===== src/rtl/fsm_4state_decoder_if.sv =====
// Encoded-bit input and decoded-word valid/ready bundle
// for the 4-state decoder.
interface fsm_4state_decoder_if #(
    parameter int WORD_W = 8
);
    logic              enc_valid;
    logic              enc_bit;
    logic [WORD_W-1:0] word_data;
    logic              word_valid;
    logic              word_ready;

    modport master (
        output enc_valid,
        output enc_bit,
        output word_ready,
        input  word_data,
        input  word_valid
    );

    modport slave (
        input  enc_valid,
        input  enc_bit,
        input  word_ready,
        output word_data,
        output word_valid
    );
endinterface


===== src/rtl/fsm_4state_decoder.sv =====
// Receive side of the 4-state bit encoder: tracks the encoder state,
// recovers data bits and packs them into WORD_W-bit words.
module fsm_4state_decoder #(
    parameter  int WORD_W = 8,
    localparam int CNT_W  = $clog2(WORD_W + 1)
) (
    input  logic                 clk,
    input  logic                 rst_n,
    input  logic                 sync,
    fsm_4state_decoder_if.slave  bus,
    output logic                 overflow,
    output logic [1:0]           model_state,
    output logic [CNT_W-1:0]     bit_cnt
);

    typedef enum logic [1:0] {
        S0 = 2'b00,
        S1 = 2'b01,
        S2 = 2'b10,
        S3 = 2'b11
    } state_e;

    state_e            state_q, state_d;
    logic [CNT_W-1:0]  cnt_q, cnt_d;
    logic [WORD_W-1:0] shift_q, shift_d;
    logic [WORD_W-1:0] word_q, word_d;
    logic [WORD_W-1:0] full_word;
    logic              valid_q, valid_d;
    logic              ovf_q, ovf_d;
    logic              dec_bit;
    logic              accept;
    logic              last;
    logic              consume;
    logic              load;

    always_ff @(posedge clk or negedge rst_n) begin
        if (!rst_n) begin
            state_q <= S0;
            cnt_q   <= '0;
            shift_q <= '0;
            word_q  <= '0;
            valid_q <= 1'b0;
            ovf_q   <= 1'b0;
        end else begin
            state_q <= state_d;
            cnt_q   <= cnt_d;
            shift_q <= shift_d;
            word_q  <= word_d;
            valid_q <= valid_d;
            ovf_q   <= ovf_d;
        end
    end

    // The encoder emits state[0]; state[1] is the XOR mask.
    always_comb begin
        dec_bit = bus.enc_bit ^ state_q[1];
        accept  = bus.enc_valid & ~sync;
        state_d = state_q;
        if (sync) begin
            state_d = S0;
        end else if (accept) begin
            unique case (state_q)
                S0: state_d = dec_bit ? S1 : S2;
                S1: state_d = dec_bit ? S3 : S0;
                S2: state_d = dec_bit ? S0 : S1;
                S3: state_d = dec_bit ? S2 : S3;
            endcase
        end
    end

    always_comb begin
        last      = accept && (cnt_q == CNT_W'(WORD_W - 1));
        consume   = valid_q & bus.word_ready;
        load      = last & (~valid_q | consume);
        full_word = shift_q;
        full_word[WORD_W-1] = dec_bit;
        shift_d   = shift_q;
        for (int i = 0; i < WORD_W; i++) begin
            if (accept && cnt_q == CNT_W'(i)) begin
                shift_d[i] = dec_bit;
            end
        end
        cnt_d = cnt_q;
        if (sync) begin
            cnt_d = '0;
        end else if (accept) begin
            cnt_d = last ? '0 : cnt_q + 1'b1;
        end
        word_d  = load ? full_word : word_q;
        valid_d = load ? 1'b1 : (consume ? 1'b0 : valid_q);
        // A completed word with nowhere to go is lost.
        ovf_d = ovf_q;
        if (sync) begin
            ovf_d = 1'b0;
        end else if (last && !load) begin
            ovf_d = 1'b1;
        end
    end

    always_comb begin
        model_state    = state_q;
        bit_cnt        = cnt_q;
        overflow       = ovf_q;
        bus.word_data  = word_q;
        bus.word_valid = valid_q;
    end

endmodule

===== src/flat_wrapper.sv =====
// flat-port wrapper written by rule: the top's interface ports become plain ports
module fsm_4state_decoder_flat 
#(
    parameter  int WORD_W = 8,
    localparam int CNT_W  = $clog2(WORD_W + 1)
)
  (clk, rst_n, sync, overflow, model_state, bit_cnt, bus_enc_valid, bus_enc_bit, bus_word_ready, bus_word_data, bus_word_valid);
  fsm_4state_decoder_if #(.WORD_W(WORD_W)) bus_i ();
  input  logic clk;
  input  logic rst_n;
  input  logic sync;
  output logic overflow;
  output logic [1:0] model_state;
  output logic [CNT_W-1:0] bit_cnt;
  input wire logic [$bits(bus_i.enc_valid)-1:0] bus_enc_valid;
  input wire logic [$bits(bus_i.enc_bit)-1:0] bus_enc_bit;
  input wire logic [$bits(bus_i.word_ready)-1:0] bus_word_ready;
  output wire logic [$bits(bus_i.word_data)-1:0] bus_word_data;
  output wire logic [$bits(bus_i.word_valid)-1:0] bus_word_valid;
  assign bus_i.enc_valid = bus_enc_valid;
  assign bus_i.enc_bit = bus_enc_bit;
  assign bus_i.word_ready = bus_word_ready;
  assign bus_word_data = bus_i.word_data;
  assign bus_word_valid = bus_i.word_valid;
  fsm_4state_decoder #(.WORD_W(WORD_W)) u_core (.clk(clk), .rst_n(rst_n), .sync(sync), .bus(bus_i), .overflow(overflow), .model_state(model_state), .bit_cnt(bit_cnt));
endmodule

===== config.mk =====
export PLATFORM = sky130hd
export DESIGN_NAME = fsm_4state_decoder_flat
export DESIGN_NICKNAME = d
export VERILOG_FILES = /design/src/rtl/fsm_4state_decoder_if.sv /design/src/rtl/fsm_4state_decoder.sv /design/src/flat_wrapper.sv
export SDC_FILE = /design/constraint.sdc
export NUM_CORES = 1
export LEC_CHECK = 0
export CAP_MARGIN = 10
export CORE_ASPECT_RATIO = 1.1
export CORE_MARGIN = 5
export CORE_UTILIZATION = 44
export CTS_BUF_LIST = sky130_fd_sc_hd__clkbuf_8 sky130_fd_sc_hd__clkbuf_16
export DETAILED_ROUTE_END_ITERATION = 10
export PLACE_DENSITY = 0.73
export SLEW_MARGIN = 10
export SYNTH_ARGS = -nofsm -noshare
export SYNTH_HDL_FRONTEND = slang
export SYNTH_SLANG_ARGS = --single-unit

===== constraint.sdc =====
create_clock -name clk -period 1.5 [get_ports clk]
set_input_delay 0.375 -clock clk [delete_from_list [all_inputs] [get_ports clk]]
set_output_delay 0.375 -clock clk [all_outputs]
set_load 0.03 [all_outputs]

==> flow_summary_export.csv, run 1 <==
group,metric,value,unit
drt,viasPerCell,4.94,
finish,multiInputGateArea,490,um2
finish,syn2layout_area_growth,42.9,%
grt,grt_max_degree,24,
synthesis,yosys_warnings,0,
setup_path,crit_path_max_fanout,8,
job,maxCapViolCount,0,
synthesis,synth_edf_count,0,
synthesis,ys_ff_latch,23,
power,ir_drop,0.000673,V
drt,routed_wl,2.17,mm
place,place_area,1420,um2
synthesis,synth_cells,83,
setup_path,arrival,1.74,ns
synthesis,ys_top_cells_by_area,"dfrtp_1 (55%), mux2_2 (16%), ha_1 (4.8%), nand2_1 (4.0%), nor4b_4 (2.3%)",
outcome,failed_checks,"setup timing",
synthesis,netlist_area,1040,um2
drt,wl_per_cell,14.1,um
timing,fmaxAchievable,630,MHz
timing,fin_ws,-0.0871,ns
grt,track_usage,13.8,%
synthesis,async_flop_share,100,%
clock_network,cts_buffers,3,
setup_path,path_class,"reg -> reg",
clock_network,cts_hold_buf,0,
synthesis,ys_types,23,
grt,overflow,0,
power,power.total,1240,uW
drt,initialDrtViolationCount,6,
power,cellLeakagePower,0.000764,uW
synthesis,avgSynthCellArea,12.6,um2
timing,slew_headroom,75.4,%
floorplan,core-area,2250,um2
finish,final_cell_area,1490,um2
synthesis,yosysTopAreaCell,"dfrtp_1",
drt,drt-pass1-iter-count,3,
setup_path,critPathCapture,"u_core.bus.word_data[7]",
clock_network,clock_path_buffers,2,
place,dp.cells,150,
timing,rsz0062_at_grt,"yes",
finish,fin_cells,154,
grt,grt_pass1_wl,3.64,mm
finish,drive_above_1_share,39.5,%
synthesis,yosys.area.top_type_share,55.2,%
timing,timing.final.hold_violations,0,
setup_path,reg2reg_from,"u_core.bit_cnt[0]",
timing,drv_slew,0,
place,place.detailed.hpwl,1.56,mm
worst_hold_path,hold_path.class,"in -> async",
clock_network,cts-root-buf,"clkbuf_8",
floorplan,die_area,3440,um2
place,portBuffers,21,
timing,fin_crit,1.59,ns
clock_network,clk_latency,0.26,ns
setup_path,cp-end-kind,"flop",
finish,fillers,179,
outcome,outcome,"finished with violations",
synthesis,synth_nets,93,
clock_network,cts_sinks,23,
clock_network,path_clk_slew,0.08,ns
timing,finalCritPeriodShare,106,%
synthesis,seq_area_frac_synth,55.2,%
setup_path,reg2reg_to,"u_core.bus.word_data[7]",
setup_path,worst-endpoint-required,1.65,ns
setup_path,cp-startpoint,"u_core.bit_cnt[0]",
power,pwr_density_cell,836,nW/um2
setup_path,r2r_setup_slack,-0.09,ns
timing,fin_skew,0.00322,ns
clock_network,cts_tree,"done",
floorplan,std_cell_rows,18,
synthesis,ys.flop_type,"dfrtp_1",
setup_path,reg2reg_depth,5,
grt,antenna_found_initial,0,
timing,setup_viol,8,
floorplan,start_util,46.3,%
clock_network,htree_levels,1,
floorplan,ios,22,
place,place_congestion,0.786,
clock_network,post-cts-setup-buffer-count,0,
floorplan,die_height,61.0,um
setup_path,start_kind,"flop",
finish,fin_nets,135,
finish,diodes,0,
drt,vias,761,
timing,holdWs,0.464,ns
finish,regArea,578,um2
timing,worstMarginPinSlew,0.369,ns
grt,grt_pass1_vias,829,
floorplan,die_x,56.4,um
drt,ant_nets,0,
drt,drcViolationCount,0,
## worst min path at each step
stage                       from                 endpoint  slack (ns)  cells after the start
3_5_place_dp   u_core.shift_q[3]        u_core.shift_q[3]        0.49                      1
5_1_grt                    rst_n          u_core.overflow        0.48                      2
3_3_place_gp   u_core.shift_q[6]  u_core.bus.word_data[6]        0.48                      1
4_1_cts                    rst_n          u_core.overflow        0.47                      2
2_1_floorplan              rst_n        u_core.bit_cnt[0]        0.08                      0
6_report                   rst_n          u_core.overflow        0.46                      2
## worst max-delay path, stage by stage, from the launching register on
cell and delay (ns):
dfrtp_2 0.39, ha_4 0.14, nand3b_1 0.13, nor4b_4 0.30
buf_6 0.20, mux2_4 0.31
## through the flow
step	setup WS [ns]	utilization (%)	TNS [ns]
2_1_floorplan	-0.290	-	-2.32
3_3_place_gp	-0.392	63.0	-5.67
3_5_place_dp	-0.413	63.0	-5.98
4_1_cts	-0.0770	64.6	-0.561
5_1_grt	-0.160	66.1	-1.24
6_report	-0.0871	66.1	-0.647
## cells by family after synthesis
group,count (synthesis),synth area share [%]
buffers and inverters,6,2.52
AND/OR/NAND/NOR,25,14.6
flip-flops,23,55.2
adder cells (fa/ha/maj),4,4.80
AO/OA/AOI/OAI,6,3.00
XOR/XNOR,2,1.68
multiplexers,17,18.1
## synth_stat cells, types with 2 or more instances
| master | number |
|---|---|
| a21oi_1 | 3 |
| nand2_1 | 11 |
| mux2_2 | 15 |
| or3_1 | 2 |
| nor2_1 | 3 |
| xor2_1 | 2 |
| dfrtp_1 | 23 |
| inv_1 | 4 |
| o21ai_0 | 2 |
| ha_1 | 4 |
| mux2i_1 | 2 |
## layout make-up
class | instances | share of cell area, %
repair buffers | 39 | 21.6
flip-flops and latches | 23 | 38.8
clock inverters | 1 | 0.336
clock buffers | 3 | 2.77
well taps | 30 | 2.52
multi-input cells | 54 | 32.9
inverters | 4 | 1.01
## sequential cells by signal (all words and copies together) (netlist names)
name	cells
u_core.overflow	1
u_core.model_state	2
u_core.bus.word_data	8
u_core.bus.word_valid	1
u_core.shift_q	7
u_core.bit_cnt	4
## cell usage in the layout, fill, tap and decap left out, drive strengths merged, types with 2 or more instances in the layout
cell type      count
dfrtp             23
buf               22
mux2              15
dlygate4sd2       14
nand2             11
inv                4
ha                 4
a21oi              3
nor2               3
clkbuf             3
clkdlybuf4s50      3
or3                2
mux2i              2
o21ai              2
nor4b              2
xor2               2
## layer usage
layer  global-route usage (%)  routed length, um  vias to the layer above
met5                        0                  0                        -
met4                     8.14                 55                        0
met3                     2.10                 73                        5
met2                     25.2               1100                       15
met1                     15.7                939                      376
li1                         -                  -                      365
## what timing repair did
item	in CTS	in global routing
pin swaps	0	1
setup endpoints to repair	27	15
gates resized for setup	17	8
## report_power, final
part	switching, uW	leakage, uW	total (uW)	internal (uW)
Clock	187	0.0000255	372	185
Sequential	24.5	0.000309	688	663
Combinational	94.2	0.000430	184	89.9
Total	306	0.000764	1240	938
(Power assumes the default switching activity.)
==> run 2: changes to the inputs <==
- PLACE_DENSITY: 0.73 -> 0.69
==> flow_summary_export.csv, run 2 (same netlist as run 1, synthesis figures left out) <==
group,metric,value,unit
grt,grt_pass1_vias,801,
grt,grt_pass1_wl,3.66,mm
setup_path,r2r_setup_slack,-0.09,ns
drt,drt-pass1-iter-count,4,
setup_path,cp_slowest_stage_delay,0.39,ns
place,place.detailed.hpwl,1.50,mm
finish,syn2layout_area_growth,42.1,%
drt,routed_wl,2.03,mm
power,combPwrFrac,14.5,%
clock_network,cts_buffers,3,
drt,wl_per_cell,13.3,um
power,p_switching,302,uW
timing,worstMarginPinSlew,0.351,ns
grt,grt_max_degree,24,
power,switching_share,24.4,%
outcome,failed_checks,"setup timing",
drt,initialDrtViolationCount,9,
floorplan,ios,22,
drt,vias,740,
clock_network,post-cts-setup-buffer-count,0,
place,portBuffers,21,
setup_path,cp-end-kind,"flop",
place,place_congestion,0.791,
setup_path,worst-endpoint-required,1.65,ns
setup_path,crit_path_max_fanout,8,
finish,drive_above_1_share,39.0,%
setup_path,reg2reg_depth,5,
timing,fin_skew,0.00108,ns
setup_path,slowest_stage,"dfrtp_2",
timing,fin_crit,1.59,ns
finish,final_cell_area,1480,um2
grt,track_usage,13.5,%
timing,slew_headroom,76.6,%
timing,setup_viol,8,
floorplan,start_util,46.3,%
power,ir_drop,0.000511,V
clock_network,cts_sinks,23,
grt,antenna_found_initial,0,
worst_hold_path,hold_path.class,"in -> async",
floorplan,std_cell_rows,18,
drt,drcViolationCount,0,
place,place_ws,-0.376,ns
finish,layout_common_cells,"dfrtp_1 (21), buf_4 (20), dlygate4sd2_1 (14)",
power,cellLeakagePower,0.000760,uW
timing,fin_ws,-0.0923,ns
drt,viasPerCell,4.84,
floorplan,die_x,56.4,um
finish,largest_reg_flops,8,
floorplan,die_height,61.0,um
power,pwr_density_cell,836,nW/um2
clock_network,clk_latency,0.25,ns
place,place_area,1410,um2
timing,fmaxAchievable,628,MHz
setup_path,reg2reg_from,"u_core.bit_cnt[0]",
drt,ant_nets,0,
timing,finalCritPeriodShare,106,%
power,clkPwrFrac,30.1,%
setup_path,path_class,"reg -> reg",
finish,multiInputGateArea,490,um2
grt,overflow,0,
setup_path,arrival,1.74,ns
clock_network,clock_path_buffers,2,
setup_path,start_kind,"flop",
job,maxCapViolCount,0,
clock_network,htree_levels,1,
clock_network,cts-root-buf,"clkbuf_8",
finish,regArea,578,um2
setup_path,crit_path_cell_trace,"ha_4, nand3b_1, nor4b_4, buf_6, mux2_4",
clock_network,cts_tree,"done",
timing,drv_slew,0,
setup_path,reg2reg_to,"u_core.bus.word_data[6]",
finish,diodes,0,
outcome,outcome,"finished with violations",
timing,timing.final.hold_violations,0,
floorplan,die_area,3440,um2
finish,layout_commonest_cell,"dfrtp_1",
finish,fillers,180,
power,intPower,936,uW
power,p_seq_share,55.4,%
clock_network,path_clk_slew,0.08,ns
timing,fin_tns_setup,-0.711,ns
floorplan,core-area,2250,um2
timing,rsz0062_at_grt,"yes",
finish,fin_nets,134,
-- run 2: how the worst max path moves through the flow --
stage,startpoint,endpoint,slack (ns),depth (start not counted)
floorplan,u_core.bit_cnt[0],u_core.bus.word_data[0],-0.29,4
global placement,bus_enc_valid,u_core.bus.word_data[2],-0.36,5
detailed placement,bus_enc_valid,u_core.bus.word_data[7],-0.38,5
CTS,u_core.bit_cnt[0],u_core.bus.word_data[7],-0.08,5
global route,u_core.bit_cnt[0],u_core.bus.word_data[2],-0.16,5
finish,u_core.bit_cnt[0],u_core.bus.word_data[6],-0.09,5
-- run 2: metrics by stage --
| stage | util, % | hold WS (ns) | total power (uW) | std cells |
|---|---|---|---|---|
| floorplan | - | 0.0794 | 789 | 83 |
| global placement | 62.7 | 0.480 | 874 | 149 |
| detailed placement | 62.7 | 0.487 | 879 | 149 |
| CTS | 64.1 | 0.475 | 1260 | 153 |
| global route | 65.8 | 0.496 | 1310 | 153 |
| finish | 65.8 | 0.469 | 1240 | 153 |
-- run 2: cell type report --
class	count	share of cell area [%]
Inverter	4	1.01
Timing Repair Buffer	38	21.2
Multi-Input combinational cell	54	33.1
Clock buffer	3	2.79
Sequential cell	23	39.0
Clock inverter	1	0.338
Tap cell	30	2.53
-- run 2: power by group through the flow --
stage / clock [uW] / combinational (uW) / sequential, uW
global placement: 0 / 180 / 695
floorplan: 0 / 74.6 / 714
detailed placement: 0 / 183 / 696
finish: 372 / 179 / 686
global route: 412 / 202 / 692
CTS: 395 / 179 / 683
-- run 2: layer usage --
metal / vias up / track usage (%) / routed length [um]
li1: 359 / - / -
met1: 368 / 17.2 / 921
met2: 11 / 23.7 / 1010
met3: 2 / 2.73 / 89
met4: 0 / 4.07 / 12
met5: - / 0 / 0
-- run 2: worst max-delay path: cells and delay by family, from the launching register on --
family	cells	cell delay, ns
AND/OR/NAND/NOR	2	0.45
buffers and inverters	1	0.20
flip-flops	1	0.39
multiplexers	1	0.31
adder cells (fa/ha/maj)	1	0.14
-- run 2: repair_timing --
item / in CTS / in global routing
setup endpoints to repair: 27 / 15
pin swaps: 0 / 1
gates resized for setup: 16 / 9
hold buffers: 0 / 0
